<file path="src/rtl/ex_muldiv_unit_if.sv">
// EX-stage <-> M-extension unit signals: op request/flush from EX, stall/result back.
// master = execute stage, slave = ex_muldiv_unit.
interface ex_muldiv_unit_if #(
  parameter int XLEN = 32
);
  logic            start_i;
  logic [2:0]      funct3_i;
  logic [XLEN-1:0] operand1_i;
  logic [XLEN-1:0] operand2_i;
  logic            flush_i;
  logic            busy_o;
  logic            done_o;
  logic [XLEN-1:0] result_o;

  modport master (
    output start_i, funct3_i, operand1_i, operand2_i, flush_i,
    input  busy_o, done_o, result_o
  );

  modport slave (
    input  start_i, funct3_i, operand1_i, operand2_i, flush_i,
    output busy_o, done_o, result_o
  );
endinterface

</file>
<file path="src/rtl/ex_muldiv_unit.sv">
// RV32M unit: MUL* in MUL_LATENCY+1 cycles, DIV* in XLEN+1 (1 for div-by-zero/overflow).
// Stalls EX via combinational busy_o; flush kills the op silently and leaves result_o alone.
module ex_muldiv_unit #(
  parameter int XLEN        = 32,
  parameter int MUL_LATENCY = 2
) (
  input logic            clk,
  input logic            rst_n,
  ex_muldiv_unit_if.slave bus
);
  localparam int CW = $clog2(XLEN);

  typedef enum logic [1:0] {IDLE, MUL, DIV, DONE} state_t;

  state_t          state;
  logic [XLEN-1:0] op_a, op_b;
  logic [1:0]      op_q;
  logic [XLEN-1:0] quo_q, rem_q, result_q;
  logic            neg_q, neg_r;
  logic [CW-1:0]   cnt;

  // accept-cycle decode
  logic            acc_signed, div_zero, div_ovf;
  logic [XLEN-1:0] a_mag, spec_res;

  always_comb begin
    acc_signed = ~bus.funct3_i[0];
    div_zero   = (bus.operand2_i == '0);
    div_ovf    = acc_signed && (bus.operand1_i == {1'b1, {(XLEN-1){1'b0}}}) &&
                 (bus.operand2_i == '1);
    a_mag      = (acc_signed && bus.operand1_i[XLEN-1]) ? -bus.operand1_i : bus.operand1_i;
    spec_res   = '0;
    if (div_zero)
      spec_res = bus.funct3_i[1] ? bus.operand1_i : '1;
    else
      spec_res = bus.funct3_i[1] ? '0 : bus.operand1_i;
  end

  // multiplier: both operands widened to 2*XLEN so one unsigned product covers all sign modes
  logic              a_sx, b_sx;
  logic [2*XLEN-1:0] prod;
  logic [XLEN-1:0]   mul_res;

  always_comb begin
    a_sx    = op_a[XLEN-1] & ((op_q == 2'b01) || (op_q == 2'b10));
    b_sx    = op_b[XLEN-1] & (op_q == 2'b01);
    prod    = {{XLEN{a_sx}}, op_a} * {{XLEN{b_sx}}, op_b};
    mul_res = (op_q == 2'b00) ? prod[XLEN-1:0] : prod[2*XLEN-1:XLEN];
  end

  // restoring divider step; quo_q shifts the dividend out as quotient bits shift in
  logic [XLEN-1:0] div_mag, rem_nx, quo_nx, q_fix, r_fix;
  logic [XLEN:0]   rem_sh, diff;
  logic            ge;

  always_comb begin
    div_mag = (~op_q[0] && op_b[XLEN-1]) ? -op_b : op_b;
    rem_sh  = {rem_q, quo_q[XLEN-1]};
    diff    = rem_sh - {1'b0, div_mag};
    ge      = ~diff[XLEN];
    rem_nx  = ge ? diff[XLEN-1:0] : rem_sh[XLEN-1:0];
    quo_nx  = {quo_q[XLEN-2:0], ge};
    q_fix   = neg_q ? -quo_nx : quo_nx;
    r_fix   = neg_r ? -rem_nx : rem_nx;
  end

  always_ff @(posedge clk or negedge rst_n) begin
    if (!rst_n) begin
      state    <= IDLE;
      op_a     <= '0;
      op_b     <= '0;
      op_q     <= '0;
      quo_q    <= '0;
      rem_q    <= '0;
      result_q <= '0;
      neg_q    <= 1'b0;
      neg_r    <= 1'b0;
      cnt      <= '0;
    end else if (bus.flush_i) begin
      state <= IDLE;
      cnt   <= '0;
    end else begin
      case (state)
        IDLE: if (bus.start_i) begin
          op_a <= bus.operand1_i;
          op_b <= bus.operand2_i;
          op_q <= bus.funct3_i[1:0];
          cnt  <= '0;
          if (!bus.funct3_i[2]) begin
            state <= MUL;
          end else if (div_zero || div_ovf) begin
            result_q <= spec_res;
            state    <= DONE;
          end else begin
            quo_q <= a_mag;
            rem_q <= '0;
            neg_q <= acc_signed & (bus.operand1_i[XLEN-1] ^ bus.operand2_i[XLEN-1]);
            neg_r <= acc_signed & bus.operand1_i[XLEN-1];
            state <= DIV;
          end
        end
        MUL: begin
          if (cnt == CW'(MUL_LATENCY-1)) begin
            result_q <= mul_res;
            cnt      <= '0;
            state    <= DONE;
          end else begin
            cnt <= cnt + CW'(1);
          end
        end
        DIV: begin
          quo_q <= quo_nx;
          rem_q <= rem_nx;
          if (cnt == CW'(XLEN-1)) begin
            result_q <= op_q[1] ? r_fix : q_fix;
            cnt      <= '0;
            state    <= DONE;
          end else begin
            cnt <= cnt + CW'(1);
          end
        end
        DONE:    state <= IDLE;
        default: state <= IDLE;
      endcase
    end
  end

  assign bus.busy_o   = ((state == IDLE) && bus.start_i && !bus.flush_i) ||
                        (state == MUL) || (state == DIV);
  assign bus.done_o   = (state == DONE);
  assign bus.result_o = result_q;
endmodule
</file>
<file path="src/flat_wrapper.sv">
// flat-port wrapper written by rule: the top's interface ports become plain ports
module ex_muldiv_unit_flat 
#(
  parameter int XLEN        = 32,
  parameter int MUL_LATENCY = 2
)
  (clk, rst_n, bus_start_i, bus_funct3_i, bus_operand1_i, bus_operand2_i, bus_flush_i, bus_busy_o, bus_done_o, bus_result_o);
  ex_muldiv_unit_if #(.XLEN(XLEN)) bus_i ();
  input logic clk;
  input logic rst_n;
  input wire logic [$bits(bus_i.start_i)-1:0] bus_start_i;
  input wire logic [$bits(bus_i.funct3_i)-1:0] bus_funct3_i;
  input wire logic [$bits(bus_i.operand1_i)-1:0] bus_operand1_i;
  input wire logic [$bits(bus_i.operand2_i)-1:0] bus_operand2_i;
  input wire logic [$bits(bus_i.flush_i)-1:0] bus_flush_i;
  output wire logic [$bits(bus_i.busy_o)-1:0] bus_busy_o;
  output wire logic [$bits(bus_i.done_o)-1:0] bus_done_o;
  output wire logic [$bits(bus_i.result_o)-1:0] bus_result_o;
  assign bus_i.start_i = bus_start_i;
  assign bus_i.funct3_i = bus_funct3_i;
  assign bus_i.operand1_i = bus_operand1_i;
  assign bus_i.operand2_i = bus_operand2_i;
  assign bus_i.flush_i = bus_flush_i;
  assign bus_busy_o = bus_i.busy_o;
  assign bus_done_o = bus_i.done_o;
  assign bus_result_o = bus_i.result_o;
  ex_muldiv_unit #(.XLEN(XLEN), .MUL_LATENCY(MUL_LATENCY)) u_core (.clk(clk), .rst_n(rst_n), .bus(bus_i));
endmodule
</file>
<file path="config.mk">
export PLATFORM = sky130hd
export DESIGN_NAME = ex_muldiv_unit_flat
export DESIGN_NICKNAME = d
export VERILOG_FILES = /design/src/rtl/ex_muldiv_unit_if.sv /design/src/rtl/ex_muldiv_unit.sv /design/src/flat_wrapper.sv
export SDC_FILE = /design/constraint.sdc
export NUM_CORES = 2
export LEC_CHECK = 0
export ABC_CLOCK_PERIOD_IN_PS = 23300
export CELL_PAD_IN_SITES_DETAIL_PLACEMENT = 1
export CELL_PAD_IN_SITES_GLOBAL_PLACEMENT = 1
export CORE_UTILIZATION = 45
export CTS_CLUSTER_SIZE = 12
export DETAILED_ROUTE_END_ITERATION = 10
export PLACE_DENSITY = 0.77
export SLEW_MARGIN = 5
export SYNTH_ARGS = -nofsm -noshare
export SYNTH_HDL_FRONTEND = slang
export SYNTH_SLANG_ARGS = --single-unit
</file>
<file path="constraint.sdc">
create_clock -name clk -period 23.3 [get_ports clk]
set_input_delay 2.33 -clock clk [delete_from_list [all_inputs] [get_ports clk]]
set_output_delay 2.33 -clock clk [all_outputs]
set_load 0.05 [all_outputs]
</file>
# Word-level counts from Yosys, hierarchy flattened
# Index checks and enable logic that the tools add are counted.
[word_totals]
out_inout_bits = 34
input_bits = 71
wordCells = 104
reg_bits = 171
[op_classes]
n_bitwise = 10
eq_ne = 18
addsub = 6
n_reduce_logical = 23
mul = 1
mux = 36
[op_table]
columns = ["cell", "n"]
rows = [
  ["32-bit 2-to-1 mux", 21],
  ["32-bit negator", 4],
  ["32-bit case mux with 2 select lines", 2],
  ["32-bit case mux with 3 select lines", 1],
  ["32-bit == test, second input constant", 2],
  ["33-bit by 33-bit multiplier with 64-bit output", 1],
  ["33-bit by 32-bit subtractor with 33-bit output", 1],
  ["32-bit zero test", 1],
  ["5-bit 2-to-1 mux", 4],
  ["5-bit case mux with 3 select lines", 1],
  ["2-bit 2-to-1 mux", 5],
  ["5-bit AND reduction", 2],
  ["2-bit case mux with 4 select lines", 1],
  ["7-bit AND reduction", 1],
  ["2-bit == test, second input constant", 3],
  ["1-bit logical AND", 6],
  ["2-bit by 1-bit != test with 1-bit output, second input constant", 3],
  ["2-bit != test, second input constant", 3],
  ["3-bit by 2-bit != test with 1-bit output, second input constant", 2],
  ["3-bit AND reduction", 2],
  ["5-bit by 1-bit adder with 5-bit output, second input constant", 1],
  ["5-bit by 1-bit == test with 1-bit output, second input constant", 1],
  ["5-bit == test, second input constant", 1],
  ["1-bit NOT", 5],
  ["other kinds (12)", 20],
]

# Logic depth before layout (Yosys ltp)
[depth]
word_depth = 10
ltp_mapped = 36
ltp_nobuf = 32

# Least setup slack after synthesis
# OpenSTA, ideal clock, no wires.
[synth_path]
kind = "flip-flop to flip-flop"
startpoint = "register u_core.op_q[1]"
endpoint = "register u_core.result_q[25] (netlist: u_core.bus.result_o[25])"
setup_time_ns = 0.120
required_ns = 23.180
arrival_time_ns = 9.254
stages_incl_launch_ff = 37
period_less_slack_ns = 9.374
path_slack_ns = 13.926
n_path_buf = 4
cell_sequence = "dfrtp_1 -> clkbuf_1 -> inv_1 -> clkbuf_1 -> ha_1 -> and2_0 -> clkbuf_1 -> nand2_1 -> inv_1 -> fa_1 -> inv_1 -> fa_1 -> inv_1 -> fa_1 -> fa_1 -> inv_1 -> fa_1 -> inv_1 -> fa_1 -> inv_1 -> fa_1 -> fa_1 -> inv_1 -> ha_1 -> clkbuf_1 -> a21oi_1 -> nor2b_1 -> o21ai_0 -> nand2b_1 -> a21o_1 -> a21o_1 -> or3_1 -> o21ai_0 -> xnor2_1 -> o221ai_1 -> or3b_1 -> and3b_1"
[synth_via]
elab_chain_cells = 7
word_cells_on_any_way = 12
cone_classes = "mul (1); eq/ne (2); mux (5); bitwise (2); reduce/logical (2)"
[synth_rtl]
columns = ["item", "line", "source"]
rows = [
  ["start, declared", "ex_muldiv_unit.sv:17", "logic [1:0] op_q;"],
  ["start signal, assigned", "ex_muldiv_unit.sv:87", "op_q <= bus.funct3_i[1:0];"],
  ["2-bit by 1-bit == test with 1-bit output / 2-bit == test (equally long branches)", "ex_muldiv_unit.sv:45, ex_muldiv_unit.sv:46", ""],
  ["1-bit logical OR", "ex_muldiv_unit.sv:45", "a_sx = op_a[XLEN-1] & ((op_q == 2'b01) || (op_q == 2'b10));"],
  ["1-bit bitwise AND", "ex_muldiv_unit.sv:45", ""],
  ["33-bit by 33-bit multiplier with 64-bit output", "ex_muldiv_unit.sv:47", "prod = {{XLEN{a_sx}}, op_a} * {{XLEN{b_sx}}, op_b};"],
  ["32-bit 2-to-1 mux", "ex_muldiv_unit.sv:48", "mul_res = (op_q == 2'b00) ? prod[XLEN-1:0] : prod[2*XLEN-1:XLEN];"],
  ["32-bit 2-to-1 mux", "ex_muldiv_unit.sv:103", "if (cnt == CW'(MUL_LATENCY-1)) begin"],
  ["32-bit case mux with 3 select lines (*)", "ex_muldiv_unit.sv:83", "case (state)"],
  ["end signal, assigned", "ex_muldiv_unit.sv:92", "result_q <= spec_res;"],
  ["end signal, assigned", "ex_muldiv_unit.sv:104", "result_q <= mul_res;"],
  ["end signal, assigned", "ex_muldiv_unit.sv:115", "result_q <= op_q[1] ? r_fix : q_fix;"],
  ["end, declared", "ex_muldiv_unit.sv:18", "logic [XLEN-1:0] quo_q, rem_q, result_q;"],
]
# Mark *: on every way between the ends. The rest lies on a longest branch, timed or not. The select of a mux whose other input is x is not followed.
# A chain may end at the register's enable or synchronous reset.

# Worst setup path after layout
# Ends and elaborated chain as after synthesis.

==> impl.org <==
** Outcome
- The flow ran to the end, and the final reports show no timing, DRC or antenna violations.

** Setup path
- End of the worst register-to-register path :: u_core.bus.result_o[25]$_DFFE_PN0P_
- Worst-path maximum fanout :: 26
- Among all stages on the critical path, the largest delay is contributed by ha_1.
- For this run, the slowest stage of the critical path takes 1.03 ns.
- The worst setup path is launched from a register.
- The startpoint identified for the worst register-to-register timing path is u_core.op_q[1]$_DFFE_PN0P_.
- The kind of cell with the highest combined delay along the critical path is adder cells.
- R2R depth :: 30
- At the worst endpoint, the arrival time is 12.33 ns.
- Critical Path End Type :: register
- For the worst setup path, the data required time is 23.67 ns.
- Category of the critical setup timing path :: reg2reg
- Setup slack, reg-to-reg :: 11.34 ns
- Number of buffer and inverter instances along the worst setup path :: 9

** STA
- Post-layout minimum cycle time :: ~12 ns
- The number of failing hold endpoints at the final stage came to 0.
- Final Setup Violations :: 0
- Max Freq :: 83.6 MHz
- Worst relative slew slack :: 0.109
- Unrepaired setup endpoints after global routing :: no
- Accumulated negative setup slack :: 0 ns
- For the final database, setup skew stands at 0.0113 ns.
- Share of the clock period used by the worst path after layout :: 0.513
- Actual slew at the worst max-slew pin :: 1.33 ns
- Max Slew Vio Count :: 0

** Detailed routing
- The count of nets left with antenna violations once routing finished came out at 0.
- After detailed routing, the number of remaining DRC violations is 0.
- Via density per instance :: around 5.7
- The first routing iteration left approximately 2800 violations.
- Detail-routed net length per standard cell :: 24.5 µm
- The routed design has roughly 180000 µm of wire.
- Via count :: 41900
- The pre-antenna-repair detailed-routing pass consisted of 7 iterations.

** Place
- Final estimated routing congestion in global placement :: 0.956
- Port buffering added 104 buffers.
- Post-detailed-placement half-perimeter wirelength :: 143000 µm

** Global routing
- The first global-routing pass estimated 282000 µm of wire.
- Number of antenna violations at the first check in global routing :: 9
- Across every metal layer, demand over resource in global routing totals 0.319.
- Vias in the first global route :: 47300
- Maximum number of pins on one net before global-route repair :: 71
- Residual overflow from global routing :: 0

** Cells and area
- The area growth from synthesis to layout is 5.63%.
- Sequential Area :: 4290 µm²
- Counting the fill cells in the layout gives ~13000.
- Layout cell share with drive strength beyond 1 :: 0.0427
- In the final design database the tool counted 7253 nets.
- In the final layout, the multi-input gates occupy 41600 µm².

** CTS
- The clock passes through at most 2 buffers.
- Post-CTS repair timing setup buffer count :: 0
- H-tree depth :: 4
- Library cell used as clock root buffer :: clkbuf_16
- # clock sinks :: about 170
- The number of hold buffers added after CTS was 0.
- TritonCTS built the clock tree.
- In this run, post-CTS repair resized a total of 0 instances.
- Clock transition at path regs :: 0.08 ns
- In this run, CTS created clock tree buffers numbering 17.
- Latest clock arrival within the worst-skew pair :: 0.48 ns

** Run
- Max-Cap Viols :: 0

** Synthesis
- Net Count, Synth :: between 7000 and 8000
- Area of the mapped netlist :: between 50000 and 60000 µm²
- In this run, synthesis produced a sequential element count of 171.
- Most instantiated flip-flop cell in the synthesis netlist :: dfrtp_1
- The synthesized design contains 0 enable-type register cells.
- In this run, distinct cell masters in the synthesized netlist total 89.
- Avg Synthesized Cell Area :: 8.72 µm²
- After technology mapping, the gate count stands at 5931.
- Proportion of synthesized chip area in sequential cells :: 0.0827
- Of all flip-flops after synthesis, the portion carrying an async set or reset was 1.00.
- Number of warnings reported in the yosys synthesis log :: 0

** Worst hold path
- Hold depth :: 2
- In this run the most critical hold path is launched from u_core.quo_q[30]$_DFFE_PN0P_.
- For hold timing, the worst endpoint is u_core.quo_q[30]$_DFFE_PN0P_.
- Hold Path Class :: reg2reg

** Floorplan
- Standard-cell row count :: 124
- The initial utilization of the core area, before any placement, comes to 0.453.
- The die covers 116000 µm².
- Floorplan die height :: 341 µm
- Width of the chip :: between 300 and 400 µm
- Pin placement for this block handled 105 I/O pins.
- Core Region :: about 110000 µm²
==> Yosys cell counts, drive strengths merged, types with 13 or more instances <==
cell / number / area share
mux2: 70 / 0.015
nor2: 192 / 0.014
dfrtp: 171 / 0.083
o21ai: 209 / 0.020
a21o: 60 / 0.0087
clkbuf: 298 / 0.022
a211oi: 27 / 0.0039
or4: 13 / 0.0020
nor2b: 18 / 0.0022
or3: 27 / 0.0034
mux2i: 25 / 0.0051
and2: 289 / 0.035
o21bai: 14 / 0.0020
nand2b: 25 / 0.0030
fa: 1126 / 0.44
a21oi: 182 / 0.018
a31oi: 17 / 0.0023
a221oi: 13 / 0.0023
ha: 257 / 0.062
o21a: 16 / 0.0023
nor4: 24 / 0.0029
nor3: 65 / 0.0063
and3: 33 / 0.0040
o41ai: 18 / 0.0032
maj3: 29 / 0.0056
o211ai: 22 / 0.0032
o31ai: 42 / 0.0068
buf: 46 / 0.0036
xnor2: 122 / 0.021
or2: 15 / 0.0018
inv: 1227 / 0.089
nand4: 30 / 0.0036
nand3: 38 / 0.0037
xor2: 84 / 0.014
nand2: 974 / 0.071
==> sequential cells by signal, indices dropped and copies added, names as in the netlist <==
register / cells
u_core.bus.result_o: 32
u_core.rem_q: 32
u_core.state: 2
u_core.quo_q: 32
u_core.neg_q: 1
u_core.op_b: 32
u_core.neg_r: 1
u_core.op_q: 2
u_core.op_a: 32
u_core.cnt: 5
==> cell type report <==
cell class | count | share of cell area
clock inverters | 13 | 0.00197
repair buffers | 193 | 0.0313
multi-input cells | 4188 | 0.761
clock buffers | 19 | 0.00829
flip-flops and latches | 171 | 0.0785
diodes | 1 | 0.0000458
well taps | 1512 | 0.0346
inverters | 1228 | 0.0843
==> worst max-delay path by stage <==
| stage | cells past startpoint | slack, ns | to | start |
|---|---|---|---|---|
| floorplan | 36 | 13.93 | u_core.bus.result_o[25]$_DFFE_PN0P_ | u_core.op_q[1]$_DFFE_PN0P_ |
| global placement | 30 | 12.15 | u_core.bus.result_o[25]$_DFFE_PN0P_ | u_core.op_q[1]$_DFFE_PN0P_ |
| detailed placement | 30 | 11.54 | u_core.bus.result_o[25]$_DFFE_PN0P_ | u_core.op_q[1]$_DFFE_PN0P_ |
| CTS | 30 | 11.51 | u_core.bus.result_o[25]$_DFFE_PN0P_ | u_core.op_q[1]$_DFFE_PN0P_ |
| global route | 30 | 10.78 | u_core.bus.result_o[25]$_DFFE_PN0P_ | u_core.op_q[1]$_DFFE_PN0P_ |
| finish | 30 | 11.34 | u_core.bus.result_o[25]$_DFFE_PN0P_ | u_core.op_q[1]$_DFFE_PN0P_ |
==> worst reg2reg max path, delay by kind of cell (launching register included) <==
family / cells / cell delay, ns
AND/OR/NAND/NOR: 7 / 1.78
buffers and inverters: 9 / 2.03
flip-flops: 1 / 0.86
XOR/XNOR: 1 / 0.32
adder cells (fa/ha/maj): 10 / 5.89
AO/OA/AOI/OAI: 3 / 0.96
==> layout by cell type, fill, tap and decap left out, types with 12 or more instances in the layout <==
cell type,instances
nand4_1,30
and2_1,286
nand2_1,974
or3_1,26
dfrtp_1,163
clkdlybuf4s50_1,103
and3_1,33
nor3_1,65
o31ai_1,38
a21o_1,60
inv_1,1227
nor4_1,23
o211ai_1,22
o21ai_0,205
a221oi_1,12
clkbuf_16,17
mux2i_1,24
a211oi_1,27
o41ai_1,17
nand3_1,36
ha_1,256
a21oi_1,180
or2_2,14
fa_1,1126
buf_4,89
o21bai_1,14
xnor2_1,122
or4_1,12
nor2b_1,18
o21a_1,15
a31oi_1,16
mux2_2,70
nor2_1,190
maj3_1,29
nand2b_1,25
xor2_1,84
==> routing by layer <==
layer  GRT usage  vias to the layer above  wire length (µm)
met1       0.420                    22400             72400
li1            -                    17800                 -
met5           0                        -                26
met2       0.536                     1355             87300
met3      0.0338                      391             10700
met4       0.131                        4              8730
==> cell families (layout without fill, tap and decap cells) <==
group / Yosys count / count (layout) / share of synthesized area
other cells: 0 / 1 / 0
simple gates: 1763 / 1763 / 0.156
xor+xnor: 206 / 206 / 0.0349
flops: 171 / 171 / 0.0827
compound gates: 712 / 712 / 0.0885
mux: 95 / 95 / 0.0203
fa+ha+maj: 1412 / 1412 / 0.503
buf+inv: 1572 / 1453 / 0.114
==> stage by stage <==
step	hold WS, ns	instance area (µm²)	instances	utilization	worst slack, ns
floorplan	0.450	51700	5931	-	13.93
global placement	0.465	54100	7292	0.474	12.15
detailed placement	0.483	54100	7292	0.474	11.54
CTS	0.499	54700	7324	0.479	11.51
global route	0.513	54700	7324	0.479	10.78
finish	0.501	54700	7325	0.479	11.34
Power is not shown: default switching activity piles up to over one toggle a cycle in this logic, so the estimate is an artifact.
